[src/rtl/branch_predictor_2bit.sv]
// branch_predictor_2bit
//   Two-bit saturating-counter branch predictor for the five-stage MIPS
//   pipeline. It predicts in ID, carries the prediction and its table index
//   through an internal ID->EX register, and resolves in EX. In EX it flags
//   mispredictions and trains the pattern history table (PHT).
//
//   Optional feature: define BP_GSHARE_EN to XOR a global history register
//   into the PHT index (gshare). When it is undefined, the PHT is indexed
//   purely by PC (bimodal) and no history register exists.
//
// Parameters
//   INDEX_W  PHT index width (2^INDEX_W two-bit counters)
//   GHR_W    global history length, gshare only (GHR_W <= INDEX_W)
//
// Ports
//   clk            pipeline clock, rising edge
//   rst            synchronous active-high reset
//   pcD            PC of the instruction in ID
//   branchD        ID instruction is a branch
//   stallE         hold the ID->EX register and suppress training
//   flushE         insert a bubble into EX
//   actual_takenE  resolved branch outcome in EX
//   pred_takenD    prediction for the ID instruction (combinational)
//   pred_takenE    prediction carried with the EX instruction
//   mispredictE    EX branch resolved opposite to its prediction
//   branch_cnt     resolved branches since reset (wraps)
//   miss_cnt       mispredictions since reset (wraps)
module branch_predictor_2bit #(
  parameter int INDEX_W = 6,
  parameter int GHR_W   = 6
) (
  input  logic        clk,
  input  logic        rst,
  input  logic [31:0] pcD,
  input  logic        branchD,
  input  logic        stallE,
  input  logic        flushE,
  input  logic        actual_takenE,
  output logic        pred_takenD,
  output logic        pred_takenE,
  output logic        mispredictE,
  output logic [31:0] branch_cnt,
  output logic [31:0] miss_cnt
);

  localparam int ENTRIES = 1 << INDEX_W;

  // Move a two-bit counter one step toward the resolved outcome, pinned at 00/11.
  function automatic logic [1:0] sat_update(input logic [1:0] cnt, input logic taken);
    logic [1:0] res;
    res = cnt;
    if (taken && cnt != 2'b11)
      res = cnt + 2'b01;
    else if (!taken && cnt != 2'b00)
      res = cnt - 2'b01;
    return res;
  endfunction

  logic [1:0]         pht_q [ENTRIES];
  logic [INDEX_W-1:0] idxD;
  logic [INDEX_W-1:0] idxE_q;
  logic               branchE_q;
  logic               pred_takenE_q;
  logic [31:0]        branch_cnt_q;
  logic [31:0]        miss_cnt_q;
  logic               train;

  // Only the word-aligned index bits of the PC feed the table.
  logic unused_pc_bits;
  assign unused_pc_bits = ^{pcD[31:INDEX_W+2], pcD[1:0]};

`ifdef BP_GSHARE_EN
  logic [GHR_W-1:0]   ghr_q;
  logic [INDEX_W-1:0] ghr_ext;

  assign ghr_ext = INDEX_W'(ghr_q);
  assign idxD    = pcD[INDEX_W+1:2] ^ ghr_ext;

  // History is updated only from resolved EX outcomes (non-speculative).
  always_ff @(posedge clk) begin
    if (rst)
      ghr_q <= '0;
    else if (train)
      ghr_q <= GHR_W'({ghr_q, actual_takenE});
  end
`else
  assign idxD = pcD[INDEX_W+1:2];
`endif

  // ID stage: table read; non-branches never predict taken.
  assign pred_takenD = branchD & pht_q[idxD][1];

  // ID -> EX boundary: flush wins over stall.
  always_ff @(posedge clk) begin
    if (rst || flushE) begin
      branchE_q     <= 1'b0;
      pred_takenE_q <= 1'b0;
      idxE_q        <= '0;
    end else if (!stallE) begin
      branchE_q     <= branchD;
      pred_takenE_q <= pred_takenD;
      idxE_q        <= idxD;
    end
  end

  // EX stage: resolve and train. Reset priority discards an in-flight branch.
  assign mispredictE = branchE_q & (pred_takenE_q ^ actual_takenE);
  assign train       = branchE_q & ~stallE;

  // Whole table returns to weak-NT in the reset cycle. ID reads the old value
  // on a same-entry write because the read is from the registered array.
  always_ff @(posedge clk) begin
    if (rst) begin
      for (int i = 0; i < ENTRIES; i++)
        pht_q[i] <= 2'b01;
    end else if (train) begin
      pht_q[idxE_q] <= sat_update(pht_q[idxE_q], actual_takenE);
    end
  end

  always_ff @(posedge clk) begin
    if (rst) begin
      branch_cnt_q <= '0;
      miss_cnt_q   <= '0;
    end else if (train) begin
      branch_cnt_q <= branch_cnt_q + 32'd1;
      if (mispredictE)
        miss_cnt_q <= miss_cnt_q + 32'd1;
    end
  end

  assign pred_takenE = pred_takenE_q;
  assign branch_cnt  = branch_cnt_q;
  assign miss_cnt    = miss_cnt_q;

endmodule

[config.mk]
export PLATFORM = sky130hd
export DESIGN_NAME = branch_predictor_2bit
export DESIGN_NICKNAME = d
export VERILOG_FILES = /design/src/rtl/branch_predictor_2bit.sv
export SDC_FILE = /design/constraint.sdc
export NUM_CORES = 1
export LEC_CHECK = 0
export BUFFER_PORTS_ARGS = -buffer_cell sky130_fd_sc_hd__buf_2
export CAP_MARGIN = 0
export CELL_PAD_IN_SITES_DETAIL_PLACEMENT = 0
export CELL_PAD_IN_SITES_GLOBAL_PLACEMENT = 1
export CORE_UTILIZATION = 49
export CTS_BUF_LIST = sky130_fd_sc_hd__clkbuf_4
export DETAILED_ROUTE_END_ITERATION = 10
export PLACE_DENSITY_LB_ADDON = 0.1
export SYNTH_ARGS = -nofsm -noshare
export SYNTH_HDL_FRONTEND = slang
export SYNTH_SLANG_ARGS = --single-unit
export TNS_END_PERCENT = 50
[constraint.sdc]
create_clock -name clk -period 4 [get_ports clk]
set_input_delay 0.4 -clock clk [delete_from_list [all_inputs] [get_ports clk]]
set_output_delay 0.4 -clock clk [all_outputs]
set_load 0.005 [all_outputs]
==> impl_metrics.yaml, run 1 <==
global_route:
  vias_in_the_first_global_route: 7795
  grt.total_usage_pct: 24.6
  grt-ovfl-total: 0
  grt_start_max_net_pins: 90
  first_pass_grt_wire_length_um: 41800
  antenna_found_initial: 1
yosys:
  synth_enable_flop_cells: 128
  synthesis.area_um2: 10600
  ys_seq_elements: 206
  synth_ff_type: "sky130_fd_sc_hd__edfxtp_1"
  syn_nets: 1060
  asyncSetResetFlopFracSynth_pct: 0
  yosys_warnings: 0
  yosysTopAreaCell: "sky130_fd_sc_hd__edfxtp_1"
  synthesis.area_per_instance_um2: 10.4
  post_synth_most_frequent_cells: "sky130_fd_sc_hd__nor2_1, sky130_fd_sc_hd__edfxtp_1, sky130_fd_sc_hd__nand2_1, sky130_fd_sc_hd__nand3_1, sky130_fd_sc_hd__dfxtp_1"
  syn_inst: 1018
  synth_top_area_share_pct: 36.2
  ys_types: 54
  yosysMostFrequentCell: "sky130_fd_sc_hd__nor2_1"
  synth-seq-area-share_pct: 50.9
  synth_top_cells_by_area: "sky130_fd_sc_hd__edfxtp_1, sky130_fd_sc_hd__dfxtp_1, sky130_fd_sc_hd__mux2i_1, sky130_fd_sc_hd__nor2_1, sky130_fd_sc_hd__nand2_1"
min_path:
  worst_hold_path_type: "in -> reg"
cells_and_area:
  number_of_filler_instances_in_the_final_layout: 1893
  final_layout_size_suffix_gt1_share_pct: 21.8
  fin_util_pct: 56.5
  layout.nets: 1152
  syn_to_final_growth_pct: 12.6
  post-route-cell-area_um2: 12000
die:
  design.die.area_um2: 22300
  boundaryPins: 105
  core-area_um2: 21200
  floorplan.die.width_um: 149
  rows: 53
  initial_utilization_pct: 50.2
  die_height_um: 149
clock_network:
  number_of_buffers_created_by_cts: 56
  clkTransAtPathRegs_ns: 0.07
  tritoncts: "built"
  clk_latency_ns: 0.69
  clockRootBuffer: "sky130_fd_sc_hd__clkbuf_4"
  max-clock-path-buffers: 3
  clock-sinks: 206
  post_cts_setup_driven_buffer_insertion_count: 0
  htreeDepth: 2
detailed_routing:
  ant_nets: 0
  drt-pass1-iter-count: 7
  via_count: 7951
  post_drt_wl_per_cell_um: 18.6
  routed_via_density: 5.55
  routed_wl_um: 26600
  drt_first_iter_violations: 553
  final_routed_drc_violation_total: 0
critical_path:
  worstPathArrival_ns: 4.12
  timing.critical_path.required_ns: 4.39
  critPathLaunchType: "flop"
  cp_cell_sequence: "buf_12 -> mux2i_1 -> a22oi_1 -> and3_1 -> a31oi_1 -> nand2_1 -> o21ai_0 -> inv_1 -> ha_1 -> mux2_2 -> or3_1 -> nand4b_1 -> buf_12 -> nand3_1"
  worstSetupPathType: "reg -> reg"
  worst_path_largest_cell_delay_ns: 0.38
  critPathMostFrequentCell: "sky130_fd_sc_hd__buf_12"
  crit_path_top_delay_cell: "sky130_fd_sc_hd__dfxtp_2"
  type_of_destination_of_the_critical_path: "flop"
  crit_fanout: 36
power:
  cellLeakagePower_nw: 4.18
  report.power.total_mw: 4.55
  power.density_cell_area_nw_per_um2: 381
  max-vdd-ir-drop_uv: 211
timing:
  achievable-frequency_mhz: 268
  rsz_0062_raised_after_global_routing: "false"
  fin_setup_tns_ns: 0
  timing.final.crit_period_ns: 3.73
  number_of_hold_violations_in_the_final_report: 0
  finalSetupViolations: 0
  timing.max_slew.rel_slack_pct: 39.5
  max_slew.worst_pin.slew_ns: 0.908
  report.final.slew_viol_count: 0
  period_utilisation_layout_pct: 93.2
  worst_clock_skew_ns: 0.0262
placement:
  dpl-instance-area_um2: 11200
  final_replace_weighted_congestion: 0.913
  port-buffer-count: 78
  place_hpwl_um: 17900
job:
  drv_cap: 0
outcome:
  outcome: "completed"
==> flip-flops by register name, summed over array words and instances (netlist names), named ones only <==
register	count
miss_cnt	32
branch_cnt	32
idxE_q	6
branchE_q	1
pht_q	128
pred_takenE	1
==> worst paths after layout <==
| kind | start | end | slack [ns] | depth (start not counted) |
|---|---|---|---|---|
| worst min register to register | branch_cnt[1]$_SDFFE_PP0P_ | branch_cnt[1]$_SDFFE_PP0P_ | 0.49 | 2 |
| worst max register to register | flop | pht_q[45][0]$_SDFFCE_PN1P_ | 0.27 | 14 |
| worst max-delay path | flop | pht_q[45][0]$_SDFFCE_PN1P_ | 0.27 | 14 |
| worst min-delay path | pcD[7] | idxE_q[5]$_SDFFE_PP0N_ | 0.12 | 3 |
==> layout by cell type (no fill, tap or decap), drive strengths merged, types with 33 or more instances in the layout <==
cell type | Yosys | routed
nand2b | 51 | 51
nor2 | 146 | 146
dfxtp | 78 | 78
edfxtp | 128 | 128
nand2 | 108 | 108
clkbuf | 40 | 84
nand3 | 81 | 81
buf | 32 | 105
mux2i | 71 | 71
xor2 | 33 | 33
==> critical path, delay by kind of cell (launching register included) <==
family | cells | cell delay (ns)
muxes | 2 | 0.65
adders and majority gates | 1 | 0.21
and+or+nand+nor | 5 | 0.96
AOI/OAI and AO/OA | 3 | 0.67
buffers and inverters | 3 | 0.53
DFF | 1 | 0.38
==> metrics by stage <==
step	hold slack (ns)	worst slack [ns]	cells
2_1_floorplan	0.474	0.841	1018
3_3_place_gp	0.478	0.375	1326
3_5_place_dp	0.484	0.312	1326
4_1_cts	0.0492	0.282	1431
5_1_grt	0.0900	0.0828	1432
6_report	0.121	0.271	1432
==> metal layers <==
metal	global-route usage [%]	vias to the layer above	share of wire (%)
met5	0	-	0
met4	10.2	0	2.6
met1	32.8	3794	44
met3	6.12	57	7.2
met2	38.3	267	46
li1	-	3833	-
==> cell families (layout without fill, tap and decap cells) <==
group / Yosys count / count (layout) / share of synthesized area [%]
flops: 206 / 206 / 50.9
xor+xnor: 54 / 54 / 4.45
fa+ha+maj: 4 / 4 / 0.471
simple gates: 515 / 515 / 24.5
other cells: 0 / 1 / 0
buf+inv: 83 / 221 / 4.36
mux: 93 / 93 / 11.4
compound gates: 63 / 63 / 3.88
==> power by group <==
group	leakage [nW]	switching (mW)	internal (mW)
registers	1.73	0.0289	2.28
logic	2.03	0.260	0.139
clock network	0.422	0.886	0.961
==> what timing repair did <==
item / 4_1_cts / 5_1_grt
setup endpoints to repair: 0 / 0
hold buffers: 1 / 0
hold endpoints to repair: 1 / 0
resized for setup: 0 / 0
==> area by class of cell <==
class                           count  area (um^2)  share of cell area, %
Antenna cell                        1         2.50                 0.0209
Clock buffer                       84          631                   5.28
Clock inverter                     20         86.3                  0.722
Inverter                           11         41.3                  0.345
Multi-Input combinational cell    729         4760                   39.8
Sequential cell                   206         5410                   45.2
Tap cell                          275          344                   2.88
Timing Repair Buffer              106          681                   5.70
Power figures use the tool's default switching activity.
==> inputs of run 2 (changes only) <==
--- a/config.mk
+++ b/config.mk
@@ -9,7 +9,7 @@
 export CAP_MARGIN = 0
 export CELL_PAD_IN_SITES_DETAIL_PLACEMENT = 0
 export CELL_PAD_IN_SITES_GLOBAL_PLACEMENT = 1
-export CORE_UTILIZATION = 49
+export CORE_UTILIZATION = 37
 export CTS_BUF_LIST = sky130_fd_sc_hd__clkbuf_4
 export DETAILED_ROUTE_END_ITERATION = 10
 export PLACE_DENSITY_LB_ADDON = 0.1
==> run 2 against run 1 <==
Net effect:
- flip-flop and latch count unchanged
- final area up 1.9%
- utilization down 13 points
- via count down 0.29%
- clock power up 9%
- die area up 32%
- clock skew up 0.021 ns
- first-iteration DRC count down 12%
- hold slack worse by 0.027 ns
- fmax up 1.5%
- power up 3.9%
==> impl_metrics.yaml, run 2 (same netlist as run 1, synthesis figures left out) <==
detailed_routing:
  drt_first_iter_violations: 489
  routed_via_density: 5.14
  post_drt_wl_per_cell_um: 18.5
  via_count: 7928
  ant_nets: 0
  final_routed_drc_violation_total: 0
  drt-pass1-iter-count: 5
  routed_wl_um: 28500
die:
  initial_utilization_pct: 37.9
  core-area_um2: 28000
  boundaryPins: 105
  design.die.area_um2: 29400
  floorplan.die.width_um: 171
  die_height_um: 171
  rows: 61
global_route:
  vias_in_the_first_global_route: 7923
  grt_start_max_net_pins: 75
  grt.total_usage_pct: 20.3
  grt-ovfl-total: 0
  first_pass_grt_wire_length_um: 44800
  antenna_found_initial: 1
timing:
  achievable-frequency_mhz: 272
  max_slew.worst_pin.slew_ns: 0.822
  finalSetupViolations: 0
  report.final.slew_viol_count: 0
  worst_clock_skew_ns: 0.0474
  timing.max_slew.rel_slack_pct: 45.2
  rsz_0062_raised_after_global_routing: "false"
  timing.final.crit_period_ns: 3.68
  fin_setup_tns_ns: 0
  number_of_hold_violations_in_the_final_report: 0
  period_utilisation_layout_pct: 91.9
min_path:
  worst_hold_path_type: "in -> reg"
  whs_path_depth: 3
  hp-start: "pcD[7]"
critical_path:
  worstPathBufferInverterCount: 3
  worstRegToRegCells: 14
  r2r_end: "pht_q[26][0]$_SDFFCE_PN1P_"
  timing.critical_path.required_ns: 4.38
  crit_fanout: 32
  worstSetupPathType: "reg -> reg"
  crit_path_top_delay_cell: "sky130_fd_sc_hd__dfxtp_1"
  cp_num_cells: 14
  worst_path_largest_cell_delay_ns: 0.40
  path_delay_family: "simple AND/OR/NAND/NOR gates"
  register_to_register_setup_slack_ns: 0.32
  critPathLaunchType: "flop"
  worstPathArrival_ns: 4.06
  cp_cell_sequence: "nor2_1 -> buf_4 -> a22o_1 -> a21oi_1 -> a41oi_1 -> nand2_1 -> o21ai_0 -> inv_1 -> ha_1 -> mux2_2 -> or3_1 -> nand4b_1 -> buf_12 -> nand3_1"
  type_of_destination_of_the_critical_path: "flop"
cells_and_area:
  layout.cells.most_common_list: "sky130_fd_sc_hd__nor2_1, sky130_fd_sc_hd__edfxtp_1, sky130_fd_sc_hd__nand2_1"
  largest_register_ff_count: 128
  syn_to_final_growth_pct: 14.8
  final_layout_size_suffix_gt1_share_pct: 23.0
  fin_util_pct: 43.5
  layout.nets: 1160
  mostFrequentLayoutCell: "sky130_fd_sc_hd__nor2_1"
  largest-register: "pht_q"
  post_route_non_filler_standard_cell_count: 1542
clock_network:
  number_of_buffers_created_by_cts: 57
  clock-sinks: 206
  clk_latency_ns: 0.69
  clockRootBuffer: "sky130_fd_sc_hd__clkbuf_4"
  htreeDepth: 2
  max-clock-path-buffers: 3
  tritoncts: "built"
  clkTransAtPathRegs_ns: 0.06
  post_cts_setup_driven_buffer_insertion_count: 0
job:
  drv_cap: 0
placement:
  place_hpwl_um: 18900
  port-buffer-count: 78
  placed_cells: 1436
  final_replace_weighted_congestion: 0.827
power:
  power.density_cell_area_nw_per_um2: 388
  max-vdd-ir-drop_uv: 167
  cellLeakagePower_nw: 4.26
outcome:
  outcome: "completed"
run 2: cell type report:
cell class | count | area [um^2]
diodes | 1 | 2.50
clock buffers | 95 | 713
clock inverters | 9 | 65.1
fillers | 2752 | 15800
inverters | 11 | 41.3
multi-input cells | 729 | 4760
flip-flops and latches | 206 | 5410
well taps | 378 | 473
repair buffers | 113 | 721
run 2: per-layer routing:
layer	GRT usage, %	up-vias	share of wire (%)
met1	27.6	3778	47
met4	6.41	0	2.2
met3	4.37	57	6.2
met2	32.2	238	45
met5	0	-	0
li1	-	3855	-
run 2: power breakdown:
group / internal (mW) / total [mW] / switching [mW]
combinational: 0.139 / 0.404 / 0.265
clock: 1.12 / 2.02 / 0.897
sequential: 2.28 / 2.31 / 0.0292
total: 3.54 / 4.73 / 1.19
run 2: worst reg2reg max path, delay by kind of cell (launching register included):
| family | cells | cell delay [ns] |
|---|---|---|
| compound gates | 4 | 0.83 |
| fa+ha+maj | 1 | 0.21 |
| buf+inv | 3 | 0.56 |
| flops | 1 | 0.40 |
| mux | 1 | 0.31 |
| simple gates | 5 | 1.08 |
run 2: worst max path at each step:
stage,from,endpoint,slack (ns)
5_1_grt,flop,pht_q[26][0]$_SDFFCE_PN1P_,0.03
3_3_place_gp,flop,pht_q[40][0]$_SDFFCE_PN1P_,0.18
2_1_floorplan,flop,pht_q[40][0]$_SDFFCE_PN1P_,0.84
4_1_cts,flop,pht_q[17][0]$_SDFFCE_PN1P_,0.17
3_5_place_dp,flop,pht_q[40][0]$_SDFFCE_PN1P_,0.20
6_report,flop,pht_q[26][0]$_SDFFCE_PN1P_,0.32
run 2: repair_timing:
item                       4_1_cts  5_1_grt
hold endpoints to repair         1        0
hold buffers                     1        0
gates resized for setup          0        1
setup endpoints to repair        0       41
run 2: metrics by stage:
stage / setup slack (ns) / instance area [um^2] / power, mW / hold slack, ns
after detailed placement: 0.205 / 11400 / 2.76 / 0.484
after global placement: 0.182 / 11400 / 2.76 / 0.481
after global routing: 0.0298 / 12200 / 4.95 / 0.0564
final: 0.325 / 12200 / 4.73 / 0.0938
after CTS: 0.169 / 12200 / 4.81 / 0.0477
after floorplan: 0.841 / 10600 / 2.65 / 0.474
